$ cat config.mk
export PLATFORM = sky130hd
export DESIGN_NAME = ser_tx4
export DESIGN_NICKNAME = d
export VERILOG_FILES = /design/src/rtl/ser_tx4.sv
export SDC_FILE = /design/constraint.sdc
export NUM_CORES = 1
export LEC_CHECK = 0
export CORE_AREA = 5 5 51 53
export DETAILED_ROUTE_END_ITERATION = 10
export DIE_AREA = 0 0 56 58
export GPL_ROUTABILITY_DRIVEN = 0
export PLACE_DENSITY_LB_ADDON = 0.1
export SLEW_MARGIN = 10
export SYNTH_ARGS = -nofsm -noshare
export SYNTH_HDL_FRONTEND = slang
export SYNTH_SLANG_ARGS = --single-unit
$ cat constraint.sdc
create_clock -name clk -period 2.2 [get_ports clk]
set_input_delay 0.33 -clock clk [delete_from_list [all_inputs] [get_ports clk]]
set_output_delay 0.33 -clock clk [all_outputs]
set_load 0.02 [all_outputs]
$ cat src/rtl/ser_tx4.sv
// ser_tx4: 4-bit parallel-to-serial transmitter.
// Frame = start bit (0), D[0..3] LSB first, stop bit (1); each bit lasts DIV
// clk cycles. EN=0 freezes the frame in place; done pulses once per frame.
module ser_tx4 #(
    parameter int DIV = 4
) (
    input  logic       clk,
    input  logic       reset,
    input  logic       EN,
    input  logic [3:0] D,
    input  logic       load,
    output logic       ready,
    output logic       busy,
    output logic       TX,
    output logic       done
);

    typedef enum logic [1:0] {
        IDLE  = 2'd0,
        START = 2'd1,
        DATA  = 2'd2,
        STOP  = 2'd3
    } state_t;

    // Last count value of a bit period; DIV=256 maps to 255, the top of the counter.
    localparam logic [7:0] CNT_LAST = 8'(DIV - 1);

    state_t     state;
    state_t     state_next;
    logic [7:0] bit_cnt;
    logic [1:0] bit_idx;
    logic [3:0] shreg;
    logic       accept;
    logic       bit_end;
    logic       frame_end;

    assign ready = (state == IDLE);
    assign busy  = ~ready;

    // Next-state decode; nothing advances while EN is low.
    always_comb begin
        state_next = state;
        accept     = 1'b0;
        bit_end    = (bit_cnt == CNT_LAST);
        frame_end  = 1'b0;
        case (state)
            IDLE: begin
                if (EN && load) begin
                    accept     = 1'b1;
                    state_next = START;
                end
            end
            START: begin
                if (EN && bit_end) begin
                    state_next = DATA;
                end
            end
            DATA: begin
                if (EN && bit_end && (bit_idx == 2'd3)) begin
                    state_next = STOP;
                end
            end
            STOP: begin
                if (EN && bit_end) begin
                    state_next = IDLE;
                    frame_end  = 1'b1;
                end
            end
            default: state_next = IDLE;
        endcase
    end

    // State register; reset aborts any frame in progress.
    always_ff @(posedge clk or posedge reset) begin
        if (reset) begin
            state <= IDLE;
        end else begin
            state <= state_next;
        end
    end

    // Datapath: bit timing, shift register and registered line; TX only moves at bit boundaries.
    always_ff @(posedge clk or posedge reset) begin
        if (reset) begin
            bit_cnt <= 8'd0;
            bit_idx <= 2'd0;
            shreg   <= 4'b0000;
            TX      <= 1'b1;
            done    <= 1'b0;
        end else begin
            // done is a single-cycle strobe and clears regardless of EN
            done <= frame_end;
            if (EN) begin
                case (state)
                    IDLE: begin
                        if (accept) begin
                            shreg   <= D;
                            bit_cnt <= 8'd0;
                            bit_idx <= 2'd0;
                            TX      <= 1'b0;
                        end
                    end
                    START: begin
                        if (bit_end) begin
                            bit_cnt <= 8'd0;
                            bit_idx <= 2'd0;
                            TX      <= shreg[0];
                            shreg   <= {1'b0, shreg[3:1]};
                        end else begin
                            bit_cnt <= bit_cnt + 8'd1;
                        end
                    end
                    DATA: begin
                        if (bit_end) begin
                            bit_cnt <= 8'd0;
                            if (bit_idx == 2'd3) begin
                                TX <= 1'b1;
                            end else begin
                                TX      <= shreg[0];
                                shreg   <= {1'b0, shreg[3:1]};
                                bit_idx <= bit_idx + 2'd1;
                            end
                        end else begin
                            bit_cnt <= bit_cnt + 8'd1;
                        end
                    end
                    STOP: begin
                        if (bit_end) begin
                            bit_cnt <= 8'd0;
                        end else begin
                            bit_cnt <= bit_cnt + 8'd1;
                        end
                    end
                    default: begin
                        bit_cnt <= 8'd0;
                    end
                endcase
            end
        end
    end

endmodule

-- Word level (Yosys, flattened, before mapping)
Cells that the tools add are included.
- bitwise operators: 1
- add/subtract/negate cells: 2
- eq/ne operators: 13
- mux-type cells: 27
- divide/modulo/power cells: 0
- reductions and logical operators: 10
- shifts and indexed selects: 0
- $lt $le $gt $ge: 0
- $mul: 0
- operators with widths (kind ; number):
    2-bit two-way mux ; 8
    4-bit two-way mux ; 4
    8-bit two-way mux ; 2
    8-bit one-hot mux with 2 select lines ; 1
    2-bit inequality test, second input constant ; 6
    4-bit one-hot mux with 3 select lines ; 1
    8-bit by 1-bit adder with 8-bit output, second input constant ; 1
    8-bit by 2-bit == test with 1-bit output, second input constant ; 1
    1-bit two-way mux ; 8
    2-bit one-hot mux with 4 select lines ; 1
    2-bit == test, second input constant ; 3
    2-bit one-hot mux with 3 select lines ; 1
    6-bit AND reduction ; 1
    5-bit AND reduction ; 1
    2-bit by 1-bit inequality test with 1-bit output, second input constant ; 2
    4-bit AND reduction ; 1
    1-bit logical AND ; 3
    1-bit one-hot mux with 3 select lines ; 1
    3-bit nonzero test ; 1
    3-bit OR reduction ; 1
    2-bit by 1-bit adder with 2-bit output, second input constant ; 1
    2-bit by 1-bit == test with 1-bit output, second input constant ; 1
    2-bit zero test ; 1
    2-bit AND reduction ; 1
    1-bit inverter ; 1
- word-level logic and storage cells: 59
- output and inout port bits: 4
- input port bits: 8
- memories kept: 0
- flip-flop bits (word level): 18
- latch bits: 0
- bits in read-only memories: 0
- memory bits (writable): 0

-- Logic depth before layout (Yosys ltp)
Gate-level depths: netlist of run 1.
- depth after elaboration: 5
- depth in mapped cells: 7
- depth with buffers taken out: 6

-- Worst setup path after synthesis of run 1
No wires, ideal clock.
- kind: reg2reg
- start: reg state[0]
- end: reg shreg[0]
- buffers on the path: 1
- period minus slack after synthesis: 1.907 ns
- setup slack: 0.293 ns
- required time: 2.075 ns
- cell stages (with the launch flop): 8
- data arrival time: 1.782 ns
- library setup time: 0.125 ns
- cell sequence: dfrtp_1 -> inv_1 -> ha_1 -> nand2b_1 -> clkbuf_1 -> nand3b_1 -> a21oi_4 -> mux2_4
- longest elaborated chain between the ends: 4
- elaborated cells on any way between the ends: 11
- those cells by class: eq/ne (6); mux (2); reduce/logical (3)
- RTL lines (item ; line ; RTL):
    start, declared ; 28 ; state_t state;
    start signal, assigned ; 78 ; state <= state_next;
    2-bit zero test * ; -- ;
    net ready ; 12 ; output logic ready,
    1-bit two-way mux ; 46 ; case (state)
    2-bit by 1-bit inequality test with 1-bit output (no line) ; -- ;
    6-bit AND reduction (no line) ; -- ;
    end signal, assigned ; 108 ; shreg <= {1'b0, shreg[3:1]};
    end signal, assigned ; 120 ; shreg <= {1'b0, shreg[3:1]};
    end, declared ; 32 ; logic [3:0] shreg;
Mark *: on every way through the listed nets, which the timed path passes. The rest lies on a longest branch.
A chain may end at the register's enable or synchronous reset.

-- Worst setup path in the final report of run 1
- start: reg state[0]
- end: out ready
- longest elaborated chain between the ends: 1
- RTL lines (item ; line ; RTL):
    2-bit zero test ; 37 ; assign ready = (state == IDLE);
    end, declared ; 12 ;
Every way passes these cells.

==> metrics.yaml, run 1 <==
run_status:
  status: "finished, final reports clean"
power:
  p_leak_uw: 0.0005505
  powerDensity_nw_per_um2: 1252
  p_sw_share_pct: 39.05
  p_int_uw: 953.9
  p_comb_share_pct: 53.2
  power.share.sequential_pct: 33.3
  clkPwrFrac_pct: 13.5
  peakVddDrop_mv: 0.8093
  p_sw_uw: 611.2
die:
  dieArea_sq_um: 3248
  die_x_microns: 56
  pin_count: 12
  die_h_microns: 58
  core_sq_um: 2106
  rows: 17
  initial_core_util_pct: 50.27
global_route:
  grt_pass1_wl_microns: 3608
  met2_usage_pct: 24.87
  grt.overflow.total: 0
  grt_usage_pct: 14.17
  grt_max_degree: 19
  antenna_found_initial: 0
  top_usage_layer: "met2"
  grt_pass1_vias: 838
  grtUsageMet3_pct: 3.118
  grt_use_met1_pct: 16.55
critical_path:
  critPathLaunch: "state[0]"
  timing.rr.start: "bit_cnt[0]"
  crit_required_ns: 1.87
  crit_fanout: 6
  start_kind: "register"
  critical_path_arrival_ns: 1.77
  endpoint_kind: "output pin"
  critPathKind: "register to output pin"
clock_tree:
  clk_pin_slew_ns: 0.11
  clockBufferDepth: 2
  ctsHoldBuffers: 0
  ctsResizeCount: 0
  numCtsBuffers: 3
  h-tree-depth: 1
  cts_setup_buffers: 0
  cts_sinks: 18
  clk_latency_ns: 0.30
  tritoncts: "yes"
  cts_root_buf: "clkbuf_4"
logic_synthesis:
  syn_nets: 113
  yosys-mux-area-fraction_pct: 10.87
  avgSynthCellArea_sq_um: 10.69
  synthSimpleGateAreaFrac_pct: 20.80
  ys_types: 36
  synthAdderAreaFrac_pct: 7.092
  yosys_warnings: 0
  ys_ff_latch: 18
  synth_top_family_by_area: "simple AND/OR/NAND/NOR gates"
  syn_area_sq_um: 1059
  seq_area_frac_synth_pct: 42.67
  synth_compound_area_share_pct: 12.06
  syn_inst: 99
  yosys.area_share.xor_xnor_pct: 3.310
routing:
  antenna_left: 0
  drtPass1Iterations: 4
  drc: 0
  vias_per_cell: 5.606
  wl_per_cell_microns: 14.66
  vias: 796
  drtIter0Drc: 9
  finalWirelength_microns: 2082
layout:
  final_cell_mix: "dfrtp_1 (17), clkdlybuf4s50_1 (10), nor2_1 (7), inv_1 (7)"
  syn_to_final_growth_pct: 18.09
  diodes: 0
  multi_input_area_sq_um: 573.1
  seq_area_sq_um: 451.7
  final_common_cell: "dfrtp_1"
  nNetsFinal: 129
  drive_gt1_share_pct: 16.67
  n_fill_cell: 177
sta:
  rsz0062_at_grt: "no"
  period_needed_ns: 2.102
  worstMarginPinSlew_ns: 0.6827
  finClkSkew_ns: 0.007057
  max_slew_margin_pct: 54.44
  timing.final.ws_setup_ns: 0.09834
  hold_viol_final: 0
  fin_setup_tns_ns: 0
  setup_viol: 0
  drv_slew: 0
  clock.fmax_mhz: 475.8
  period_share_pct: 95.53
place:
  port_buffers: 11
  place_ws_ns: 0.1705
  hpwl_microns: 1572
run:
  maxCapViolCount: 0
hold_path:
  worst_hold_path_type: "input port to asynchronous set/reset pin"
==> cells in the mapped netlist <==
master	n	area share, %
nor4_1	1	0.59
a31oi_1	1	0.59
o32a_1	1	0.95
nand3b_2	1	1.1
clkbuf_1	2	0.71
a32o_1	1	0.95
nor2_1	7	2.5
and3_1	2	1.2
ha_1	6	7.1
nand4_1	4	2.4
and2_1	3	1.8
mux2i_1	1	0.95
inv_1	7	2.5
a21oi_1	6	2.8
nand3_1	3	1.4
nor4b_4	1	2.2
nand3b_1	2	1.4
o21ai_0	4	1.9
dfstp_2	1	2.5
mux2_2	3	3.2
or3_1	2	1.2
nor3b_1	1	0.71
dfrtp_1	17	40
xor2_1	4	3.3
mux2_4	4	5.7
o22ai_1	1	0.59
mux2_1	1	1.1
a22oi_1	1	0.71
a21oi_4	1	1.5
nand2b_1	1	0.59
nor2b_1	1	0.59
a211oi_2	1	1.2
o41ai_1	1	0.83
nand2_1	4	1.4
nand4b_1	1	0.83
nor3_2	1	0.95
==> final cells by class <==
| cell class | count | share of cell area [%] |
|---|---|---|
| inverters | 7 | 2.102 |
| flip-flops and latches | 18 | 36.14 |
| multi-input cells | 72 | 45.85 |
| clock buffers | 4 | 2.903 |
| well taps | 28 | 2.803 |
| repair buffers | 13 | 10.21 |
==> metrics by stage <==
stage / util [%] / power, uW / hold WS [ns] / std cells / cell area, sq um
5_1_grt: 59.36 / 1684 / 0.4739 / 142 / 1250
2_1_floorplan: - / 1152 / 0.2678 / 99 / 1059
6_report: 59.36 / 1565 / 0.4173 / 142 / 1250
4_1_cts: 59.24 / 1578 / 0.4387 / 142 / 1247
3_5_place_dp: 57.52 / 1367 / 0.4727 / 138 / 1211
3_3_place_gp: 57.52 / 1347 / 0.4689 / 138 / 1211
==> state kept, by name, summed over array words and instances, names as in the netlist <==
register	count
bit_cnt	8
shreg	4
bit_idx	2
state	2
TX	1
done	1
==> final timing paths <==
check | slack, ns | end | cells past startpoint
max | 0.1 | ready | 3
min | 0.42 | bit_idx[0] | 2
max reg2reg | 0.16 | state[1] | 5
min reg2reg | 0.49 | bit_idx[0] | 1
max in group asynchronous | 1.35 | bit_idx[1] | 2
min in group clk | 0.49 | bit_idx[0] | 1
==> metal layers <==
layer  part of all wire (%)  wire length, microns  vias up
li1                       -                     -      389
met3                    2.7                    57        4
met1                     45                   941      392
met4                    1.3                    27        0
met5                      0                     0        -
met2                     51                  1055       11
==> worst max-delay path, stage by stage (launching register included) <==
cell,delay (ns)
dfrtp_1,0.43
inv_1,0.10
ha_1,0.29
clkdlybuf4s50_1,0.65
==> power groups by stage <==
stage	Sequential, uW	Combinational (uW)	Clock (uW)
final	522	832	211
after CTS	522	841	216
after global placement	527	820	0
after global routing	534	915	236
after detailed placement	526	841	0
after floorplan	514	638	0
==> kinds of logic after synthesis <==
logic type | after synthesis
and+or+nand+nor | 35
AOI/OAI and AO/OA | 18
DFF | 18
buffers and inverters | 9
muxes | 9
adders and majority gates | 6
xor gates and xnor gates | 4
Note: power is estimated with default switching activity, not from simulation.
==> run 2, diff against run 1 <==
--- a/config.mk
+++ b/config.mk
@@ -10,7 +10,7 @@
 export DIE_AREA = 0 0 56 58
 export GPL_ROUTABILITY_DRIVEN = 0
 export PLACE_DENSITY_LB_ADDON = 0.1
-export SLEW_MARGIN = 10
+export SLEW_MARGIN = 20
 export SYNTH_ARGS = -nofsm -noshare
 export SYNTH_HDL_FRONTEND = slang
 export SYNTH_SLANG_ARGS = --single-unit
==> results of run 2 <==
The final DEF is identical to that of run 1; final timing and power are the same.
==> run 3, diff against run 2 <==
--- a/config.mk
+++ b/config.mk
@@ -9,7 +9,8 @@
 export DETAILED_ROUTE_END_ITERATION = 10
 export DIE_AREA = 0 0 56 58
 export GPL_ROUTABILITY_DRIVEN = 0
-export PLACE_DENSITY_LB_ADDON = 0.1
+export PLACE_DENSITY = 0.81
+export SETUP_SLACK_MARGIN = 0.15
 export SLEW_MARGIN = 20
 export SYNTH_ARGS = -nofsm -noshare
 export SYNTH_HDL_FRONTEND = slang
==> run 3 against run 2 <==
Effect of this change: sequential cell count unchanged; setup slack better by 0.20 ns; global-route usage is 0.14 points lower; non-clock buffer count is the same; register-to-register slack gained 0.13 ns; die area unchanged; count of clock-buffer cells in the layout unchanged; clock power shrank 5%; total power down 0.94%; wire length down 6.2%; hold slack improved by 0.0045 ns; cell count unchanged; critical path type is now register to register; critical endpoint is now shreg[1]; highest routed layer unchanged.
==> metrics.yaml, run 3 (synthesis results as in run 1) <==
clock_tree:
  ctsHoldBuffers: 0  # unchanged
  cts_sinks: 18  # unchanged
  tritoncts: "yes"
  clk_latency_ns: 0.29  # about the same
  cts_root_buf: "clkbuf_4"
  numCtsBuffers: 3  # unchanged
  h-tree-depth: 1  # unchanged
  clk_pin_slew_ns: 0.10  # about the same
  clockBufferDepth: 2  # unchanged
sta:
  setup_viol: 0  # unchanged
  fin_setup_tns_ns: 0  # unchanged
  drv_slew: 0  # unchanged
  period_needed_ns: 1.906  # -0.1958 ns
  period_share_pct: 86.63  # -8.9 points
  worstMarginPinSlew_ns: 0.6821  # -0.0006125 ns
  whs_ns: 0.4218  # +0.004511 ns
  finClkSkew_ns: 0.002388  # -0.004669 ns
  max_slew_margin_pct: 54.48  # about the same
  rsz0062_at_grt: "no"
  hold_viol_final: 0  # unchanged
  clock.fmax_mhz: 524.7  # +10%
routing:
  drtIter0Drc: 20  # +11
  antenna_left: 0  # unchanged
  drtPass1Iterations: 4  # unchanged
  drc: 0  # unchanged
  vias: 802  # +0.75%
  finalWirelength_microns: 1953  # -6.2%
  vias_per_cell: 5.648  # +0.75%
  wl_per_cell_microns: 13.75  # -6.2%
critical_path:
  path_buf_inv: 1  # -1
  crit_path_top_delay_cell: "dfrtp_1"
  ff2ff_setup_slack_ns: 0.29  # +0.13 ns
  start_kind: "register"
  crit_fanout: 8  # +2
  critPathKind: "register to register"
  timing.rr.start: "state[0]"
  reg2reg_to: "shreg[1]"
  reg2reg_depth: 6  # +1
  crit_required_ns: 2.39  # +0.52 ns
  critPathMaxStageDelay_ns: 0.40  # -0.25 ns
  critPathLaunch: "state[0]"
  path_cells: "inv_1, ha_1, nand2b_1, nand3b_1, a21oi_4, mux2_4"
  endpoint: "shreg[1]"
  critical_path_arrival_ns: 2.10  # +0.33 ns
  endpoint_kind: "register"
  crit_family: "simple AND/OR/NAND/NOR gates"
  cp.depth: 6  # +3
place:
  hpwl_microns: 1487  # -5.4%
  port_buffers: 11  # unchanged
layout:
  syn_to_final_growth_pct: 17.61
  regMostFlops: "bit_cnt"
  drive_gt1_share_pct: 16.67  # unchanged
  final_common_cell: "dfrtp_1"
  largest_register_ffs: 8  # unchanged
  final_util_pct: 59.12  # -0.24 points
  diodes: 0  # unchanged
  nNetsFinal: 129  # unchanged
  n_fill_cell: 183  # +3.4%
  reg_top3: "bit_cnt x8, shreg x4"
  final_cell_mix: "dfrtp_1 (17), clkdlybuf4s50_1 (9), nor2_1 (7), inv_1 (7)"
global_route:
  grt_pass1_wl_microns: 3594  # -0.39%
  top_usage_layer: "met2"
  antenna_found_initial: 0  # unchanged
  grt.overflow.total: 0  # unchanged
  grt_use_met1_pct: 17.52  # +0.97 points
  grtUsageMet3_pct: 2.673  # -0.45 points
  grt_pass1_vias: 781  # -6.8%
  met2_usage_pct: 22.70  # -2.2 points
  grt_usage_pct: 14.03  # -0.14 points
  grt_max_degree: 19  # unchanged
run_status:
  status: "finished, final reports clean"
die:
  core_sq_um: 2106  # unchanged
  die_h_microns: 58  # unchanged
  die_x_microns: 56  # unchanged
  rows: 17  # unchanged
  pin_count: 12  # unchanged
  initial_core_util_pct: 50.27  # unchanged
  dieArea_sq_um: 3248  # unchanged
power:
  p_leak_uw: 0.0005483  # -0.39%
  peakVddDrop_mv: 0.9226  # +14%
  powerDensity_nw_per_um2: 1245  # -0.54%
hold_path:
  worst_hold_path_type: "input port to asynchronous set/reset pin"
run:
  maxCapViolCount: 0  # unchanged
==> run 3: report_power, final <==
| group | switching (uW) | internal (uW) | leakage [uW] | total, uW |
|---|---|---|---|---|
| Combinational | 417 | 410 | 0.000294 | 827 |
| Sequential | 85.0 | 438 | 0.000233 | 523 |
| Clock | 99.5 | 101 | 0.0000210 | 201 |
==> run 3: how the worst min path moves through the flow <==
stage               slack, ns       start  depth (start not counted)         end
floorplan                0.27       reset                          1  bit_cnt[0]
global placement         0.47  bit_idx[0]                          1  bit_idx[0]
detailed placement       0.48  bit_idx[0]                          1  bit_idx[0]
CTS                      0.44       reset                          2    shreg[2]
global route             0.49       reset                          2  bit_idx[0]
finish                   0.42       reset                          2    shreg[2]
==> run 3: layout make-up <==
| type | count | area, sq um | area share (%) |
|---|---|---|---|
| Tap cell | 28 | 35.03 | 2.814 |
| Multi-Input combinational cell | 72 | 573.1 | 46.03 |
| Inverter | 7 | 26.28 | 2.111 |
| Timing Repair Buffer | 13 | 122.6 | 9.849 |
| Clock buffer | 4 | 36.28 | 2.915 |
| Sequential cell | 18 | 451.7 | 36.28 |
==> run 3: through the flow <==
stage               area (sq um)  instances  total power (uW)  worst slack [ns]
floorplan                   1059         99              1152            0.2932
global placement            1196        136              1318            0.2442
CTS                         1230        140              1541            0.2158
finish                      1245        142              1550            0.2941
detailed placement          1196        136              1347            0.2110
global route                1245        142              1693            0.1616
==> run 3: worst register-to-register path, cell delays in order, from the launching register on <==
cell and delay, ns:
dfrtp_1 0.40, inv_1 0.08, ha_1 0.28, nand2b_1 0.25
nand3b_1 0.18, a21oi_4 0.28, mux2_4 0.33
==> run 3: layer usage <==
metal / routed length [microns] / vias up / part of all wire [%]
li1: - / 387 / -
met1: 910 / 396 / 47
met2: 923 / 14 / 47
met3: 68 / 5 / 3.5
met4: 50 / 0 / 2.6
met5: 0 / - / 0
==> run 3: repair_timing <==
action | 4_1_cts | 5_1_grt
buffers inserted | 0 | 2
gates cloned | 0 | 0
resized for setup | 2 | 0
hold endpoints to repair | 0 | 0
pin swaps | 0 | 0
setup endpoints to repair | 2 | 5
